==> src/rtl/instr_decode_stage_pkg.sv <==
// -----------------------------------------------------------------------------
// lalu_isa_pkg
// Shared LALU instruction-set definitions for the decode stage:
//   - OPC_W and the OPC_* opcode encodings
//   - decoded_ctrl_t : control strobes, jump decision, halt and illegal flags
//   - fsm_state_t    : BOOT / RUN / HALTED stage states
// -----------------------------------------------------------------------------
package lalu_isa_pkg;

    localparam int OPC_W = 32'd4;

    localparam logic [3:0] OPC_NOP = 4'b0000;
    localparam logic [3:0] OPC_JMP = 4'b0001;
    localparam logic [3:0] OPC_JN  = 4'b0010;
    localparam logic [3:0] OPC_JZ  = 4'b0011;
    localparam logic [3:0] OPC_ADD = 4'b0100;
    localparam logic [3:0] OPC_SUB = 4'b0101;
    localparam logic [3:0] OPC_MOV = 4'b0110;
    localparam logic [3:0] OPC_OUT = 4'b0111;
    localparam logic [3:0] OPC_ST  = 4'b1011;
    localparam logic [3:0] OPC_LDI = 4'b1110;
    localparam logic [3:0] OPC_LD  = 4'b1111;

    typedef struct packed {
        logic reg_wr;
        logic mem_wr;
        logic ld;
        logic ldi;
        logic mov;
        logic sub;
        logic out_wr;
        logic jump;
        logic halt;
        logic illegal;
    } decoded_ctrl_t;

    typedef enum logic [1:0] {
        BOOT   = 2'd0,
        RUN    = 2'd1,
        HALTED = 2'd2
    } fsm_state_t;

endpackage

==> src/rtl/instr_decode_stage_if.sv <==
// -----------------------------------------------------------------------------
// instr_decode_stage_if
// Fetch-side and execute-side handshake bundle of the decode stage.
//   fetch  : in_valid, in_ready, instr, alu_result
//   execute: out_valid, out_ready, rd, rs, jmp_addr, jump, control strobes,
//            halt, illegal
// Modports: slave = decode stage, master = surrounding fetch/execute logic.
// -----------------------------------------------------------------------------
interface instr_decode_stage_if
    import lalu_isa_pkg::*;
#(
    parameter int REG_ADDR_W = 32'd2,
    parameter int DATA_W     = 32'd16
);
    localparam int INSTR_W = OPC_W + 2 * REG_ADDR_W;
    localparam int JADDR_W = 2 * REG_ADDR_W;

    logic                  in_valid;
    logic                  in_ready;
    logic [INSTR_W-1:0]    instr;
    logic [DATA_W-1:0]     alu_result;
    logic                  out_valid;
    logic                  out_ready;
    logic [REG_ADDR_W-1:0] rd;
    logic [REG_ADDR_W-1:0] rs;
    logic [JADDR_W-1:0]    jmp_addr;
    logic                  jump;
    logic                  reg_wr;
    logic                  mem_wr;
    logic                  ld;
    logic                  ldi;
    logic                  mov;
    logic                  sub;
    logic                  out_wr;
    logic                  halt;
    logic                  illegal;

    modport slave (
        input  in_valid, instr, alu_result, out_ready,
        output in_ready, out_valid, rd, rs, jmp_addr, jump,
               reg_wr, mem_wr, ld, ldi, mov, sub, out_wr, halt, illegal
    );

    modport master (
        output in_valid, instr, alu_result, out_ready,
        input  in_ready, out_valid, rd, rs, jmp_addr, jump,
               reg_wr, mem_wr, ld, ldi, mov, sub, out_wr, halt, illegal
    );

endinterface

==> src/rtl/instr_decode_stage_comb.sv <==
// -----------------------------------------------------------------------------
// instr_decode_comb
// Purely combinational opcode decoder: instruction word + live ALU result
// -> decoded_ctrl_t (strobes, jump decision, halt, illegal).
// Ports:
//   instr_i      : instruction word, [3:0] = opcode, upper bits = Rd/Rs
//   alu_result_i : ALU flag source (MSB = negative, all-zero = zero)
//   ctrl_o       : decoded control bundle
// Build option: DECODE_JZ_EN enables opcode 0011 as JZ; otherwise it is illegal.
// -----------------------------------------------------------------------------
module instr_decode_comb
    import lalu_isa_pkg::*;
#(
    parameter  int REG_ADDR_W = 32'd2,
    parameter  int DATA_W     = 32'd16,
    localparam int INSTR_W    = OPC_W + 2 * REG_ADDR_W
) (
    input  logic [INSTR_W-1:0] instr_i,
    input  logic [DATA_W-1:0]  alu_result_i,
    output decoded_ctrl_t      ctrl_o
);

    logic [OPC_W-1:0] opc_s;
    logic             halt_regs_s;

    assign opc_s       = instr_i[OPC_W-1:0];
    // HALT is a MOV whose Rd and Rs fields are all ones
    assign halt_regs_s = &instr_i[INSTR_W-1:OPC_W];

`ifndef DECODE_JZ_EN
    // Only the sign bit is consumed when JZ is not built in
    logic unused_alu_low_s;
    assign unused_alu_low_s = ^alu_result_i[DATA_W-2:0];
`endif

    // Opcode to control-bundle decode
    always_comb begin
        ctrl_o = '0;
        case (opc_s)
            OPC_NOP: ctrl_o = '0;
            OPC_JMP: ctrl_o.jump = 1'b1;
            OPC_JN:  ctrl_o.jump = alu_result_i[DATA_W-1];
`ifdef DECODE_JZ_EN
            OPC_JZ:  ctrl_o.jump = (alu_result_i == '0);
`endif
            OPC_ADD: ctrl_o.reg_wr = 1'b1;
            OPC_SUB: begin
                ctrl_o.reg_wr = 1'b1;
                ctrl_o.sub    = 1'b1;
            end
            OPC_MOV: begin
                ctrl_o.mov = 1'b1;
                if (halt_regs_s) begin
                    ctrl_o.halt = 1'b1;
                end else begin
                    ctrl_o.reg_wr = 1'b1;
                end
            end
            OPC_OUT: ctrl_o.out_wr = 1'b1;
            OPC_ST:  ctrl_o.mem_wr = 1'b1;
            OPC_LDI: begin
                ctrl_o.reg_wr = 1'b1;
                ctrl_o.ldi    = 1'b1;
            end
            OPC_LD:  begin
                ctrl_o.reg_wr = 1'b1;
                ctrl_o.ld     = 1'b1;
            end
            default: ctrl_o.illegal = 1'b1;
        endcase
    end

endmodule

==> src/rtl/instr_decode_stage.sv <==
// -----------------------------------------------------------------------------
// instr_decode_stage
// Registered LALU instruction-decode stage with BOOT/RUN/HALTED control.
// Ports:
//   clk : clock, all state on rising edge
//   rst : synchronous active-high reset
//   bus : instr_decode_stage_if.slave - fetch handshake (in_valid/in_ready,
//         instr, alu_result) and execute handshake (out_valid/out_ready, rd,
//         rs, jmp_addr, jump, reg_wr, mem_wr, ld, ldi, mov, sub, out_wr,
//         halt, illegal)
// Build option: DECODE_JZ_EN (see instr_decode_comb).
// One-cycle latency; back-to-back accepts run at full rate. All execute-side
// outputs are zero whenever out_valid is low.
// -----------------------------------------------------------------------------
module instr_decode_stage
    import lalu_isa_pkg::*;
#(
    parameter int REG_ADDR_W = 32'd2,
    parameter int DATA_W     = 32'd16
) (
    input logic                  clk,
    input logic                  rst,
    instr_decode_stage_if.slave  bus
);

    localparam int INSTR_W = OPC_W + 2 * REG_ADDR_W;
    localparam int JADDR_W = 2 * REG_ADDR_W;

    fsm_state_t            state_q;
    decoded_ctrl_t         ctrl_d;
    decoded_ctrl_t         ctrl_q;
    logic                  out_valid_q;
    logic [REG_ADDR_W-1:0] rd_q;
    logic [REG_ADDR_W-1:0] rs_q;
    logic [JADDR_W-1:0]    jmp_addr_q;
    logic                  in_ready_s;
    logic                  accept_s;

    instr_decode_comb #(
        .REG_ADDR_W (REG_ADDR_W),
        .DATA_W     (DATA_W)
    ) u_decode (
        .instr_i      (bus.instr),
        .alu_result_i (bus.alu_result),
        .ctrl_o       (ctrl_d)
    );

    assign in_ready_s = (state_q == RUN) && (!out_valid_q || bus.out_ready);
    assign accept_s   = bus.in_valid && in_ready_s;

    // Stage state machine: one BOOT cycle, RUN until HALT is accepted
    always_ff @(posedge clk) begin
        if (rst) begin
            state_q <= BOOT;
        end else begin
            case (state_q)
                BOOT:    state_q <= RUN;
                RUN:     state_q <= (accept_s && ctrl_d.halt) ? HALTED : RUN;
                HALTED:  state_q <= HALTED;
                default: state_q <= BOOT;
            endcase
        end
    end

    // Output register: load on accept, clear once drained, hold while stalled
    always_ff @(posedge clk) begin
        if (rst) begin
            out_valid_q <= 1'b0;
            rd_q        <= '0;
            rs_q        <= '0;
            jmp_addr_q  <= '0;
            ctrl_q      <= '0;
        end else if (accept_s) begin
            out_valid_q <= 1'b1;
            rd_q        <= bus.instr[INSTR_W-1 -: REG_ADDR_W];
            rs_q        <= bus.instr[INSTR_W-1-REG_ADDR_W -: REG_ADDR_W];
            jmp_addr_q  <= bus.instr[INSTR_W-1:OPC_W];
            ctrl_q      <= ctrl_d;
        end else if (bus.out_ready) begin
            // Clearing the fields keeps every strobe qualified by out_valid
            out_valid_q <= 1'b0;
            rd_q        <= '0;
            rs_q        <= '0;
            jmp_addr_q  <= '0;
            ctrl_q      <= '0;
        end else begin
            out_valid_q <= out_valid_q;
        end
    end

    assign bus.in_ready  = in_ready_s;
    assign bus.out_valid = out_valid_q;
    assign bus.rd        = rd_q;
    assign bus.rs        = rs_q;
    assign bus.jmp_addr  = jmp_addr_q;
    assign bus.jump      = ctrl_q.jump;
    assign bus.reg_wr    = ctrl_q.reg_wr;
    assign bus.mem_wr    = ctrl_q.mem_wr;
    assign bus.ld        = ctrl_q.ld;
    assign bus.ldi       = ctrl_q.ldi;
    assign bus.mov       = ctrl_q.mov;
    assign bus.sub       = ctrl_q.sub;
    assign bus.out_wr    = ctrl_q.out_wr;
    assign bus.halt      = ctrl_q.halt;
    assign bus.illegal   = ctrl_q.illegal;

endmodule
==> src/flat_wrapper.sv <==
// flat-port wrapper written by rule: the top's interface ports become plain ports
module instr_decode_stage_flat import lalu_isa_pkg::*;
#(
    parameter int REG_ADDR_W = 32'd2,
    parameter int DATA_W     = 32'd16
)
  (clk, rst, bus_in_valid, bus_instr, bus_alu_result, bus_out_ready, bus_in_ready, bus_out_valid, bus_rd, bus_rs, bus_jmp_addr, bus_jump, bus_reg_wr, bus_mem_wr, bus_ld, bus_ldi, bus_mov, bus_sub, bus_out_wr, bus_halt, bus_illegal);
  instr_decode_stage_if #(.REG_ADDR_W(REG_ADDR_W), .DATA_W(DATA_W)) bus_i ();
  input logic clk;
  input logic rst;
  input wire logic [$bits(bus_i.in_valid)-1:0] bus_in_valid;
  input wire logic [$bits(bus_i.instr)-1:0] bus_instr;
  input wire logic [$bits(bus_i.alu_result)-1:0] bus_alu_result;
  input wire logic [$bits(bus_i.out_ready)-1:0] bus_out_ready;
  output wire logic [$bits(bus_i.in_ready)-1:0] bus_in_ready;
  output wire logic [$bits(bus_i.out_valid)-1:0] bus_out_valid;
  output wire logic [$bits(bus_i.rd)-1:0] bus_rd;
  output wire logic [$bits(bus_i.rs)-1:0] bus_rs;
  output wire logic [$bits(bus_i.jmp_addr)-1:0] bus_jmp_addr;
  output wire logic [$bits(bus_i.jump)-1:0] bus_jump;
  output wire logic [$bits(bus_i.reg_wr)-1:0] bus_reg_wr;
  output wire logic [$bits(bus_i.mem_wr)-1:0] bus_mem_wr;
  output wire logic [$bits(bus_i.ld)-1:0] bus_ld;
  output wire logic [$bits(bus_i.ldi)-1:0] bus_ldi;
  output wire logic [$bits(bus_i.mov)-1:0] bus_mov;
  output wire logic [$bits(bus_i.sub)-1:0] bus_sub;
  output wire logic [$bits(bus_i.out_wr)-1:0] bus_out_wr;
  output wire logic [$bits(bus_i.halt)-1:0] bus_halt;
  output wire logic [$bits(bus_i.illegal)-1:0] bus_illegal;
  assign bus_i.in_valid = bus_in_valid;
  assign bus_i.instr = bus_instr;
  assign bus_i.alu_result = bus_alu_result;
  assign bus_i.out_ready = bus_out_ready;
  assign bus_in_ready = bus_i.in_ready;
  assign bus_out_valid = bus_i.out_valid;
  assign bus_rd = bus_i.rd;
  assign bus_rs = bus_i.rs;
  assign bus_jmp_addr = bus_i.jmp_addr;
  assign bus_jump = bus_i.jump;
  assign bus_reg_wr = bus_i.reg_wr;
  assign bus_mem_wr = bus_i.mem_wr;
  assign bus_ld = bus_i.ld;
  assign bus_ldi = bus_i.ldi;
  assign bus_mov = bus_i.mov;
  assign bus_sub = bus_i.sub;
  assign bus_out_wr = bus_i.out_wr;
  assign bus_halt = bus_i.halt;
  assign bus_illegal = bus_i.illegal;
  instr_decode_stage #(.REG_ADDR_W(REG_ADDR_W), .DATA_W(DATA_W)) u_core (.clk(clk), .rst(rst), .bus(bus_i));
endmodule
==> config.mk <==
export PLATFORM = sky130hd
export DESIGN_NAME = instr_decode_stage_flat
export DESIGN_NICKNAME = d
export VERILOG_FILES = /design/src/rtl/instr_decode_stage_pkg.sv /design/src/rtl/instr_decode_stage_if.sv /design/src/rtl/instr_decode_stage_comb.sv /design/src/rtl/instr_decode_stage.sv /design/src/flat_wrapper.sv
export SDC_FILE = /design/constraint.sdc
export NUM_CORES = 1
export LEC_CHECK = 0
export CAP_MARGIN = 20
export CORE_MARGIN = 8
export CORE_UTILIZATION = 37
export CTS_CLUSTER_DIAMETER = 100
export DETAILED_ROUTE_END_ITERATION = 10
export PLACE_DENSITY = 0.81
export SLEW_MARGIN = 20
export SYNTH_ARGS = -nofsm -noshare
export SYNTH_HDL_FRONTEND = slang
export SYNTH_SLANG_ARGS = --single-unit
==> constraint.sdc <==
create_clock -name clk -period 1.8 [get_ports clk]
set_input_delay 0.45 -clock clk [delete_from_list [all_inputs] [get_ports clk]]
set_output_delay 0.45 -clock clk [all_outputs]
set_load 0.005 [all_outputs]
Yosys cells after proc, flatten, opt, wreduce, memory -nomap -nowiden
Cells that the tools add are included.

storage, ports and cells
  bits in registers = 21
  output and inout port bits = 20

cells by class
  reductions and logical operators = 11
  equal/unequal tests = 11
  multiplexer cells = 23

operators by type and width
  operator              number
  $mux W10              2
  $eq A4 B3 Y1 const B  4
  $eq A4 B4 Y1 const B  3
  $mux W1               12
  $reduce_or A10 Y1     1
  $mux W2               4
  $mux W4               2
  $pmux W2 S3           1
  $eq A4 B1 Y1 const B  1
  $eq A4 B2 Y1 const B  1
  $logic_not A4 Y1      1
  $pmux W1 S2           2
  $reduce_and A4 Y1     1
  $reduce_or A4 Y1      1
  $logic_and A1 B1 Y1   3
  $eq A2 B1 Y1 const B  1
  $eq A2 B2 Y1 const B  1
  $logic_not A2 Y1      1
  $reduce_bool A2 Y1    1
  $logic_not A1 Y1      1
  $logic_or A1 B1 Y1    1

Logic depth before layout (Yosys ltp)
Gate-level depths: netlist of run 1.

  depth in word-level cells = 7
  depth in mapped cells = 4
  gate-level depth less buffers = 3

Cells and area by module
From an unflattened synthesis of run 1, not the netlist that was laid out.

unflattened totals
  cell total of the unflattened synthesis = 70
  area total of the unflattened synthesis = 747.0 sq um

modules (own cells, without submodules)
  module              cells an instance  area an instance (sq um)  instances
  instr_decode_stage  49                 618.1                     1
  instr_decode_comb   21                 128.9                     1

Worst setup path before layout of run 1
OpenSTA, ideal clock, no wires.

  kind = input-to-reg
  from = in bus_out_ready
  to = reg u_core.state_q[1]
  path buffers = 0
  stages = 3
  library setup time = 0.067 ns
  data required time = 1.733 ns
  arrival = 1.252 ns
  path slack = 0.481 ns
  cells stage by stage = and2b_4 -> or4_4 -> o21ai_2

on the way
  word-level cells in the longest chain between the ends = 6

RTL lines
  element               RTL line                  text
  start, declared       flat_wrapper.sv:14        input wire logic [$bits(bus_i.out_ready)-1:0] bus_out_ready;
  $logic_or A1 B1 Y1    instr_decode_stage.sv:48  assign in_ready_s = (state_q == RUN) && (!out_valid_q || bus.out_ready);
  $logic_and A1 B1 Y1   instr_decode_stage.sv:48
  $logic_and A1 B1 Y1   instr_decode_stage.sv:49  assign accept_s = bus.in_valid && in_ready_s;
  $logic_and A1 B1 Y1   instr_decode_stage.sv:58  RUN: state_q <= (accept_s && ctrl_d.halt) ? HALTED : RUN;
  $mux W2               instr_decode_stage.sv:58
  $pmux W2 S3           instr_decode_stage.sv:56  case (state_q)
  end signal, assigned  instr_decode_stage.sv:58
  end, declared         instr_decode_stage.sv:29  fsm_state_t state_q;

Every way passes these cells.
A chain may end at the register's enable or synchronous reset.

Worst setup path in the final report of run 1
  from = reg u_core.out_valid_q (netlist: u_core.bus.out_valid)
  to = out bus_out_valid

RTL lines
  element                 RTL line                  text
  start, declared         instr_decode_stage.sv:32  logic out_valid_q;
  start signal, assigned  instr_decode_stage.sv:87  out_valid_q <= out_valid_q;
  end, declared           flat_wrapper.sv:16        output wire logic [$bits(bus_i.out_valid)-1:0] bus_out_valid;

No word-level cell between the ends.

==> results of run 1 <==
final cells by class:
| class | count | area (µm²) | area share |
|---|---|---|---|
| sequential | 17 | 340 | 0.267 |
| inverter | 2 | 7.51 | 0.00589 |
| clock buffer | 4 | 26.3 | 0.0206 |
| multi-input combinational | 60 | 450 | 0.353 |
| tap | 28 | 35.0 | 0.0275 |
| timing repair buffer | 45 | 415 | 0.326 |
cells by family (layout without fill, tap and decap cells):
| logic type | after synthesis | in the layout | synth area share |
|---|---|---|---|
| flops | 17 | 17 | 0.407 |
| buf+inv | 8 | 51 | 0.0539 |
| xor+xnor | 1 | 1 | 0.0105 |
| compound gates | 26 | 26 | 0.259 |
| simple gates | 33 | 33 | 0.269 |
metrics by stage:
step | setup WS [ps] | power (mW) | util
after floorplan | 481 | 0.460 | -
after global placement | -419 | 0.548 | 0.577
after detailed placement | -424 | 0.553 | 0.577
after CTS | 67.2 | 0.746 | 0.588
after global routing | 23.0 | 0.771 | 0.588
final | 84.0 | 0.739 | 0.588
Yosys cell counts:
library cell  instances  area (µm²)
inv_1                 1        3.75
and4_1                1        8.76
nand2_1               5        18.8
a2111oi_0             2        17.5
inv_2                 1        3.75
a32o_1                5        50.1
clkbuf_1              2        7.51
or3_1                 1        6.26
nand2b_1              2        12.5
o21ai_2               1        8.76
dfxtp_1              17         340
and3b_1               1        8.76
nand4_1               4        25.0
o22ai_1               1        6.26
and2_1                2        12.5
a22o_1                1        8.76
o2bb2ai_2             1        15.0
o311ai_0              4        35.0
nand2b_4              1        13.8
a221oi_1              2        17.5
nor3_1                1        5.00
nor2_1                4        15.0
and4bb_2              1        12.5
nand3_1               1        5.00
o2111ai_1             1        8.76
nor4_4                1        21.3
nand3b_1              1        7.51
o31a_2                1        10.0
xnor2_1               1        8.76
o21ai_0               1        5.00
a311oi_1              1        8.76
or4_4                 1        11.3
a21oi_1               5        25.0
nor2b_1               5        31.3
buf_4                 4        30.0
and2b_4               1        10.0
critical path, cell delays in order (launching register included):
cell             delay [ps]
dfxtp_1                 340
buf_4                   150
clkdlybuf4s50_1         500
final timing paths:
check / cells after the start / to / slack [ps]
setup reg to reg: 3 / u_core.bus.illegal$_SDFFE_PP0P_ / 470
hold reg to reg: 1 / u_core.bus.halt$_SDFFE_PP0P_ / 480
setup / recovery: 2 / bus_out_valid / 80
hold / removal: 1 / u_core.bus.halt$_SDFFE_PP0P_ / 480
placed cells by master (no fill, tap or decap), types with 2 or more instances in the layout:
cell and count:
buf_4 13, a221oi_1 2, o311ai_0 4, a2111oi_0 2, nor2_1 4, clkdlybuf4s50_1 30
and2_1 2, nand4_1 4, dlygate4sd2_1 2, nand2_1 5, dfxtp_1 17, nor2b_1 5
nand2b_1 2, a21oi_1 5, clkbuf_4 3, a32o_1 5
power by group through the flow:
| stage | logic (mW) | registers (mW) | clock network [mW] |
|---|---|---|---|
| 2_1_floorplan | 0.0584 | 0.402 | 0 |
| 3_3_place_gp | 0.148 | 0.400 | 0 |
| 3_5_place_dp | 0.152 | 0.400 | 0 |
| 4_1_cts | 0.151 | 0.392 | 0.203 |
| 5_1_grt | 0.162 | 0.393 | 0.216 |
| 6_report | 0.151 | 0.391 | 0.196 |
layer usage:
metal / routed length [µm] / part of all wire
met4: 6 / 0.0025
met1: 1070 / 0.45
met5: 0 / 0
met3: 220 / 0.093
met2: 1080 / 0.45
repair_timing:
item                       CTS  global route
setup buffers                0             0
setup endpoints to repair    1             0
resized for setup            2             0
==> results_dict.tcl, run 1 <==
set metrics [dict create \
    status "finished clean" \
    top_usage_layer "met2" \
    routed-via-count 831 \
    grt_setup_unrepaired "no" \
    ys_seq_area_frac 0.407 \
    htreeDepth 1 \
    wl_per_cell_um 15.2 \
    dpl-instance-area_um2 1250 \
    setup_viol 0 \
    arrival_ps 1270 \
    yosys_warnings 0 \
    drive_gt1_frac 0.195 \
    fin_crit_ps 1720 \
    finalCritPeriodShare 0.953 \
    grt_max_degree 12 \
    num_io_pins 48 \
    maxCapViolations 0 \
    cts_tree "yes" \
    hpwl_um 1910 \
    place_congestion 0.807 \
    firstDrtPassIters 4 \
    p_per_area_nw_per_um2 579 \
    relSlewSlack 0.721 \
    final_nets 157 \
    swShare 0.248 \
    ant_nets 0 \
    worstSkewPairLatency_ps 280 \
    clk_path_buf_depth 2 \
    start_util 0.385 \
    ir_worst_vdd_uv 508 \
    die-area_um2 4040 \
    grt_antenna_before_repair 0 \
    seqPwrFrac 0.530 \
    required_ps 1350 \
    syn2layout_area_growth_pct 52.5 \
    avgSynthCellArea_um2 9.83 \
    largest_reg_flops 3 \
    cts_made_buffers 3 \
    cts_sinks 17 \
    grt_pass1_vias 842 \
    rows 17 \
    final_area_um2 1270 \
    port_buffers 32 \
    hold_viol_final 0 \
    tightest_slew_ps 408 \
    end_kind "output port" \
    drt-initial-drc-count 30 \
    maxClockFrequency_mhz 583 \
    syn_area_um2 836 \
    cp_max_fo 7 \
    synth.distinct_cells 36 \
    fp.dieH_um 63.5 \
    fillers 208 \
    grt_pass1_wl_um 3740 \
    internal_power_mw 0.556 \
    startpoint "u_core.bus.out_valid$_SDFFE_PP0P_" \
    met1_usage 0.122 \
    wl_um 2380 \
    path_class "reg2out" \
    pwr-share-clk 0.266 \
    fin_tns_setup_ps 0 \
    dp.cells 152 \
    final_cells 156 \
    hold_start "u_core.bus.halt$_SDFFE_PP0P_" \
    antenna_cells 0 \
    power.leakage_nw 0.452 \
    clk_pin_slew_worst_paths_ps 90 \
    holdWs_ps 477 \
    slew_viol_final 0 \
    met2_usage 0.184 \
    yosys_register_bits 17 \
    fp.dieW_um 63.5 \
    finClkSkew_ps 2.18 \
    synth_cells 85 \
    cts_hold_buf 0 \
    gr-total-overflow 0 \
    timing.rr.start "u_core.state_q[0]$_SDFF_PP0_" \
    grt.total_usage 0.111 \
    power.net_switching_mw 0.183 \
    drt-vias-per-instance 5.33 \
    cts_root_buf "clkbuf_4" \
    startpoint_type "flop" \
    hold_path.class "reg2reg" \
    synth_fp_nets 113 \
    power_frac_comb 0.204 \
    use_met3 0.0583 \
    core_area_um2 2170 \
    drc_errors 0 \
]
Note: power is estimated with default switching activity, not from simulation.
==> run 2, diff against run 1 <==
--- a/config.mk
+++ b/config.mk
@@ -7,10 +7,10 @@
 export LEC_CHECK = 0
 export CAP_MARGIN = 20
 export CORE_MARGIN = 8
-export CORE_UTILIZATION = 37
+export CORE_UTILIZATION = 30
 export CTS_CLUSTER_DIAMETER = 100
 export DETAILED_ROUTE_END_ITERATION = 10
-export PLACE_DENSITY = 0.81
+export PLACE_DENSITY = 0.69
 export SLEW_MARGIN = 20
 export SYNTH_ARGS = -nofsm -noshare
 export SYNTH_HDL_FRONTEND = slang
==> run 2 against run 1 <==
Compared with the run above:
- largest cell class unchanged
- highest routed layer unchanged
- final cell count is 1.3% higher
- maximum frequency is 0.71% lower
- sequential cell count stayed put
==> results_dict.tcl, run 2 (synthesis gave the netlist of run 1 again) <==
set metrics [dict create \
    grt_antenna_before_repair 0 \
    most-common-layout-cells "30 x clkdlybuf4s50_1, 17 x dfxtp_1, 12 x buf_4" \
    tightest_slew_ps 400 \
    seq_area_um2 340 \
    wl_um 2510 \
    port_buffers 32 \
    die-area_um2 4730 \
    grt_pass1_vias 854 \
    required_ps 1350 \
    maxCapViolations 0 \
    setup_slack_ps 71.7 \
    swShare 0.254 \
    ant_nets 0 \
    grt.total_usage 0.115 \
    start_util 0.308 \
    cts_root_buf "clkbuf_4" \
    largest_reg_flops 3 \
    cp_max_fo 7 \
    dpl-instance-area_um2 1250 \
    gr-total-overflow 0 \
    place_congestion 0.871 \
    final_area_um2 1280 \
    p_per_area_nw_per_um2 584 \
    dp.cells 154 \
    post_cts_resized 5 \
    cts_hold_buf 0 \
    fillers 285 \
    setup_viol 0 \
    post-cts-setup-buffers 0 \
    hold_viol_final 0 \
    multiInputGateArea_um2 453 \
    routed-via-count 847 \
    finClkSkew_ps 0.990 \
    crit_chain "buf_4 -> clkdlybuf4s50_1" \
    clk_path_buf_depth 2 \
    fp.dieW_um 68.8 \
    clk_pin_slew_worst_paths_ps 90 \
    antenna_cells 0 \
    fin_tns_setup_ps 0 \
    grt_pass1_wl_um 4070 \
    grt_max_degree 11 \
    htreeDepth 1 \
    end_kind "output port" \
    hpwl_um 1990 \
    power.leakage_nw 0.447 \
    pre_cts_ws_ps -438 \
    status "finished clean" \
    wl_per_cell_um 15.9 \
    cp_top_family "buffers and inverters" \
    drc_errors 0 \
    path_buf_inv 2 \
    grt_setup_unrepaired "no" \
    arrival_ps 1280 \
    final_nets 156 \
    slowest_stage "clkdlybuf4s50_1" \
    slowest_delay_ps 500 \
    maxClockFrequency_mhz 579 \
    syn2layout_area_growth_pct 52.7 \
    power.net_switching_mw 0.190 \
    drt-initial-drc-count 19 \
    relSlewSlack 0.732 \
    drt-vias-per-instance 5.36 \
    internal_power_mw 0.556 \
    power_frac_comb 0.203 \
    firstDrtPassIters 4 \
    path_class "reg2out" \
    core_area_um2 2710 \
    fin_crit_ps 1730 \
    num_io_pins 48 \
    finalCritPeriodShare 0.960 \
    fp.dieH_um 68.8 \
    startpoint_type "flop" \
    pwr-share-clk 0.272 \
    cts_tree "yes" \
    cts_made_buffers 3 \
    seqPwrFrac 0.525 \
    slew_viol_final 0 \
    rows 19 \
    cts_sinks 17 \
    hold_path.class "reg2reg" \
    final_common_cell "clkdlybuf4s50_1" \
    worstSkewPairLatency_ps 290 \
    drive_gt1_frac 0.205 \
    final_cells 158 \
    ir_worst_vdd_uv 423 \
]
[run 2: cell types whose count changed in the layout (fill, tap and decap cells not counted), sizes merged]
cell | previous run | this run
buf | 13 | 12
clkdlybuf4s15 | 0 | 1
dlygate4sd2 | 2 | 1
[run 2: cell type report]
| type | count | share of cell area |
|---|---|---|
| timing repair buffer | 44 | 0.322 |
| sequential | 17 | 0.267 |
| tap | 31 | 0.0304 |
| inverter | 2 | 0.00588 |
| clock buffer | 4 | 0.0206 |
| multi-input combinational | 60 | 0.355 |
[run 2: final timing paths]
| check | startpoint | to | depth (start not counted) | slack [ps] |
|---|---|---|---|---|
| worst max register to register | u_core.state_q[1]$_SDFF_PP0_ | u_core.bus.out_wr$_SDFFE_PP0P_ | 4 | 440 |
| worst max-delay path | u_core.bus.out_valid$_SDFFE_PP0P_ | bus_out_valid | 2 | 70 |
| worst min-delay path | u_core.bus.illegal$_SDFFE_PP0P_ | u_core.bus.illegal$_SDFFE_PP0P_ | 2 | 480 |
| worst min register to register | u_core.bus.illegal$_SDFFE_PP0P_ | u_core.bus.illegal$_SDFFE_PP0P_ | 2 | 480 |
[run 2: power by group through the flow]
stage          registers, mW  clock network, mW  logic, mW
2_1_floorplan          0.402                  0     0.0584
3_3_place_gp           0.400                  0      0.149
3_5_place_dp           0.400                  0      0.151
4_1_cts                0.392              0.207      0.152
5_1_grt                0.393              0.228      0.165
6_report               0.391              0.203      0.151
[run 2: tightest hold or removal path, stage by stage, from the launching register on]
cell,delay (ps)
dfxtp_1,320
nand2_1,50
a221oi_1,60
[run 2: routing by layer]
metal	track usage	vias to the layer above	wire [µm]
met4	0.0451	0	31
li1	-	415	-
met2	0.174	38	1060
met5	0	-	0
met1	0.140	391	1090
met3	0.0485	3	334
[run 2: metrics by stage]
| step | hold WS (ps) | util | power, mW |
|---|---|---|---|
| after floorplan | 438 | - | 0.460 |
| after global placement | 451 | 0.460 | 0.549 |
| after detailed placement | 466 | 0.460 | 0.552 |
| after CTS | 482 | 0.471 | 0.751 |
| after global routing | 504 | 0.471 | 0.785 |
| final | 478 | 0.471 | 0.745 |
==> run 3, diff against run 2 <==
--- a/config.mk
+++ b/config.mk
@@ -11,6 +11,7 @@
 export CTS_CLUSTER_DIAMETER = 100
 export DETAILED_ROUTE_END_ITERATION = 10
 export PLACE_DENSITY = 0.69
+export REMOVE_ABC_BUFFERS = 1
 export SLEW_MARGIN = 20
 export SYNTH_ARGS = -nofsm -noshare
 export SYNTH_HDL_FRONTEND = slang
==> run 3 against run 2 <==
Compared with the run above:
- power is 0.30% higher
- final cell count is 1.3% higher
- maximum frequency is 1.3% lower
- register-to-register slack worse by 40 ps
- critical path depth unchanged
- core utilization is 0.32 points higher
- sequential power is essentially flat
- via count grew 1.1%
==> results_dict.tcl, run 3 (synthesis gave the netlist of run 1 again) <==
set metrics [dict create \
    status "finished clean" \
    cp_max_fo 7 \
    cts_root_buf "clkbuf_4" \
    wl_per_cell_um 15.1 \
    grt.total_usage 0.102 \
    setup_viol 0 \
    rows 19 \
    htreeDepth 1 \
    tightest_slew_ps 474 \
    final_nets 158 \
    drt-initial-drc-count 34 \
    fin_crit_ps 1750 \
    power.net_switching_mw 0.190 \
    seqPwrFrac 0.524 \
    required_ps 1350 \
    grt_pass1_vias 845 \
    startpoint_type "flop" \
    cts_made_buffers 3 \
    grt_setup_unrepaired "no" \
    final_common_cell "clkdlybuf4s50_1" \
    finalCritPeriodShare 0.973 \
    most-common-layout-cells "30 x clkdlybuf4s50_1, 17 x dfxtp_1, 14 x buf_4" \
    finClkSkew_ps 2.14 \
    ant_nets 0 \
    wl_um 2420 \
    hold_start "u_core.state_q[1]$_SDFF_PP0_" \
    setup_slack_ps 49.0 \
    maxClockFrequency_mhz 571 \
    drt-vias-per-instance 5.35 \
    pwr-share-clk 0.272 \
    startpoint "u_core.bus.out_valid$_SDFFE_PP0P_" \
    post-cts-setup-buffers 0 \
    relSlewSlack 0.676 \
    place_congestion 0.798 \
    timing.rr.start "u_core.bus.out_valid$_SDFFE_PP0P_" \
    final_util 0.474 \
    ir_worst_vdd_uv 527 \
    cts_sinks 17 \
    worstSkewPairLatency_ps 290 \
    port_buffers 32 \
    largest_reg_flops 3 \
    routed-via-count 856 \
    fp.dieH_um 68.8 \
    pre_cts_ws_ps -425 \
    hold_viol_final 0 \
    swShare 0.255 \
    die-area_um2 4730 \
    drc_errors 0 \
    p_per_area_nw_per_um2 582 \
    start_util 0.308 \
    hold_path.class "reg2reg" \
    num_io_pins 48 \
    arrival_ps 1300 \
    fp.dieW_um 68.8 \
    hpwl_um 1940 \
    grt_pass1_wl_um 3750 \
    cts_tree "yes" \
    firstDrtPassIters 4 \
    path_class "reg2out" \
    clk_path_buf_depth 2 \
    core_area_um2 2710 \
    power_frac_comb 0.204 \
    grt_antenna_before_repair 0 \
    drive_gt1_frac 0.217 \
    antenna_cells 0 \
    clk_pin_slew_worst_paths_ps 90 \
    power.leakage_nw 0.456 \
    holdWs_ps 477 \
    end_kind "output port" \
    maxCapViolations 0 \
    slew_viol_final 0 \
    syn2layout_area_growth_pct 53.7 \
    grt_max_degree 12 \
    rrSetupSlack_ps 400 \
    internal_power_mw 0.557 \
    gr-total-overflow 0 \
]
## run 3: changes by cell type in the layout (fill, tap and decap cells not counted)
cell / change
buf_2: +1
clkdlybuf4s15_2: -1
buf_4: +2
## run 3: critical path, cell delays in order, from the launching register on
cell and delay [ps]:
dfxtp_1 350, buf_4 160, clkdlybuf4s50_1 500
## run 3: cell type report
type                            instances  area (µm²)
Fill cell                             296        1430
Tap cell                               31        38.8
Sequential cell                        17         340
Inverter                                2        7.51
Clock buffer                            4        26.3
Timing Repair Buffer                   46         419
Multi-Input combinational cell         60         453
## run 3: timing repair
item | in CTS | in global routing
setup endpoints to repair | 1 | 0
resized for setup | 6 | 0
hold buffers | 0 | 0
## run 3: layer usage
layer | vias up | share of wire | track usage
met4 | 0 | 0.012 | 0.0301
li1 | 418 | - | -
met3 | 2 | 0.11 | 0.0388
met2 | 35 | 0.45 | 0.177
met1 | 401 | 0.43 | 0.115
met5 | - | 0 | 0
## run 3: worst paths after layout
check | depth (start not counted) | to
setup / recovery | 2 | bus_out_valid
hold / removal | 1 | u_core.state_q[0]$_SDFF_PP0_
setup reg to reg | 4 | u_core.bus.illegal$_SDFFE_PP0P_
hold reg to reg | 1 | u_core.state_q[0]$_SDFF_PP0_
## run 3: power groups by stage
stage	clock (mW)	combinational, mW	sequential [mW]
6_report	0.203	0.152	0.392
5_1_grt	0.220	0.164	0.393
3_3_place_gp	0	0.152	0.400
4_1_cts	0.208	0.153	0.392
2_1_floorplan	0	0.0505	0.402
3_5_place_dp	0	0.154	0.400
## run 3: stage by stage
stage	area (µm²)	power, mW	instances	TNS (ps)
after CTS	1280	0.753	160	0
after global routing	1280	0.777	160	0
after global placement	1260	0.552	156	-1780
final	1280	0.747	160	0
after floorplan	798	0.453	79	0
after detailed placement	1260	0.554	156	-2070
==> RTL change (flow settings as in run 1) <==
`REG_ADDR_W` is set to 32'd2 in 4 places; all go to 32'd1.
--- a/src/rtl/instr_decode_stage_if.sv
+++ b/src/rtl/instr_decode_stage_if.sv
@@ -11,3 +11,3 @@
 #(
-    parameter int REG_ADDR_W = 32'd2,
+    parameter int REG_ADDR_W = 32'd1,
     parameter int DATA_W     = 32'd16
--- a/src/rtl/instr_decode_stage_comb.sv
+++ b/src/rtl/instr_decode_stage_comb.sv
@@ -13,3 +13,3 @@
 #(
-    parameter  int REG_ADDR_W = 32'd2,
+    parameter  int REG_ADDR_W = 32'd1,
     parameter  int DATA_W     = 32'd16,
--- a/src/rtl/instr_decode_stage.sv
+++ b/src/rtl/instr_decode_stage.sv
@@ -17,3 +17,3 @@
 #(
-    parameter int REG_ADDR_W = 32'd2,
+    parameter int REG_ADDR_W = 32'd1,
     parameter int DATA_W     = 32'd16
--- a/src/flat_wrapper.sv
+++ b/src/flat_wrapper.sv
@@ -3,3 +3,3 @@
 #(
-    parameter int REG_ADDR_W = 32'd2,
+    parameter int REG_ADDR_W = 32'd1,
     parameter int DATA_W     = 32'd16
Ports: changed (resized bus_instr, bus_jmp_addr, bus_rd and bus_rs); port bits go from 48 to 42. No check against the original RTL was run, so the function may have changed too.
==> RTL change against run 1 <==
- combinational power shrank 23%
- clock skew decreased by 0.0019 ns
- total power down 12%
- setup slack improved by 0.036 ns
- clock power fell by 4%
- synthesized area down 19%
- design area decreased by 18%
- wire length down 25%
- sequential cell count shrank 2
- core utilization increased by 1.5 points
==> RTL change: results (changes against run 1) <==
- CP max FO: 2 (-5)
- Largest net degree at the start of global routing: 16 (+4)
- Max cap viols: 0 (unchanged)
- First-pass GRT wire length: 3.03 mm (-19%)
- Delay of the slowest critical-path stage: 0.27 ns (-0.23 ns)
- Min-delay worst type: reg2reg
- Slew Limit Headroom: 66.1% (-6.0 points)
- Synth Area per Inst: 8.71 µm² (-11%)
- Status: finished clean
- Syn Nets: 104 (-8.0%)
- Fillers: 156 (-25%)
- Root Buffer: clkbuf_4
- Worst r2r path cells: 5 (+2)
- # Post-CTS Setup Buffers: 0 (unchanged)
- Critical R2R Launch: u_core.bus.out_valid$_SDFFE_PP0P_
- GR Util All Layers: 11.3% (+0.19 points)
- Routability cong.: 0.778 (-3.6%)
- Seq/Total Area, Yosys: 44.2% (+3.5 points)
- Hold Path Cell Cnt: 2 (+1)
- Post-cts sizing count: 2 (unchanged)
- Worst VDD drop: 0.314 mV (-38%)
- Iteration-0 DRC Markers: 7 (-77%)
- CTS max path bufs: 2 (unchanged)
- DP Worst Slack: -0.345 ns (+0.0793 ns)
- Sw Ratio: 24.3% (-0.44 points)
- Vias: 681 (-18%)
- Routed wire length: 1.78 mm (-25%)
- Commonest cells in the netlist: 15 x dfxtp_1, 14 x a21oi_1, 10 x nand3_1
- PortBufs: 26 (-19%)
- Share of post-route cells with drive strength above 1: 15.8% (-3.7 points)
- Reg-to-Reg End: u_core.bus.jump$_SDFFE_PP0P_
- R2R Setup Slk: 0.56 ns (+0.09 ns)
- Yosys cell types: 24 (-33%)
- Crit-path slowest cell: dlygate4sd2_1
- CP Data Arrival Time: 1.23 ns (-0.04 ns)
- Worst clock skew: 0.000260 ns (-0.00192 ns)
- Initial antenna violation count: 0 (unchanged)
- Asr flop ratio synth: 0% (unchanged)
- Hold Crit Start: u_core.bus.ldi$_SDFFE_PP0P_
- WHS: 0.456 ns (-0.0209 ns)
- Hold path endpoint: u_core.bus.ldi$_SDFFE_PP0P_
- Leakage: 0.381 nW (-16%)
- Synth area leaders: dfxtp_1 44%, a21oi_1 10%, nand3_1 7.4%
- HPWL after DPL: 1.43 mm (-25%)
- Non-filler cells in the finished layout: 139 (-11%)
- Crit-path leading delay family: buffers and inverters
- Vias in the first global route: 694 (-18%)
==> RTL change: tightest hold or removal path, stage by stage, from the launching register on <==
cell and delay (ns):
dfxtp_1 0.32, nand2_1 0.05, a21oi_1 0.05
==> RTL change: final cells by class <==
type	count	share of cell area [%]
Tap cell	25	3.01
Timing Repair Buffer	36	32.0
Sequential cell	15	28.9
Multi-Input combinational cell	57	32.9
Inverter	2	0.722
Clock buffer	4	2.53
==> RTL change: worst max-delay path by stage <==
stage	from	to	slack [ns]
detailed placement	bus_out_ready	bus_in_ready	-0.34
global route	u_core.bus.out_valid$_SDFFE_PP0P_	bus_out_valid	0.08
global placement	bus_out_ready	bus_in_ready	-0.32
finish	bus_out_ready	bus_in_ready	0.12
CTS	bus_out_ready	bus_in_ready	0.11
floorplan	bus_out_ready	u_core.bus.ld$_SDFFE_PP0P_	0.58
==> RTL change: metal layers <==
metal	wire, µm	global-route usage (%)	vias to the layer above	part of all wire [%]
met1	753	12.4	295	42
met4	56	7.85	0	3.1
met2	819	17.1	22	46
met5	0	0	-	0
met3	149	4.78	7	8.4
li1	-	-	357	-
==> RTL change: cells by family (layout without fill, tap and decap cells) <==
kind of cell	count (synthesis)	in the layout	share of synthesized area, %
and+or+nand+nor	38	38	33.9
AOI/OAI and AO/OA	19	19	16.4
buffers and inverters	6	42	5.52
DFF	15	15	44.2
==> RTL change: through the flow <==
step                total power [W]  util, %  cell area [µm²]
finish                     0.000648     60.2             1040
global placement           0.000466     58.8             1020
global route               0.000685     60.2             1040
detailed placement         0.000470     58.8             1020
CTS                        0.000654     60.2             1040
floorplan                  0.000398        -              679
==> RTL change: power groups by stage <==
| stage | combinational [W] | sequential (W) | clock (W) |
|---|---|---|---|
| global route | 0.000127 | 0.000345 | 0.000213 |
| global placement | 0.000114 | 0.000351 | 0 |
| finish | 0.000116 | 0.000344 | 0.000188 |
| floorplan | 0.0000458 | 0.000352 | 0 |
| CTS | 0.000117 | 0.000344 | 0.000194 |
| detailed placement | 0.000118 | 0.000352 | 0 |
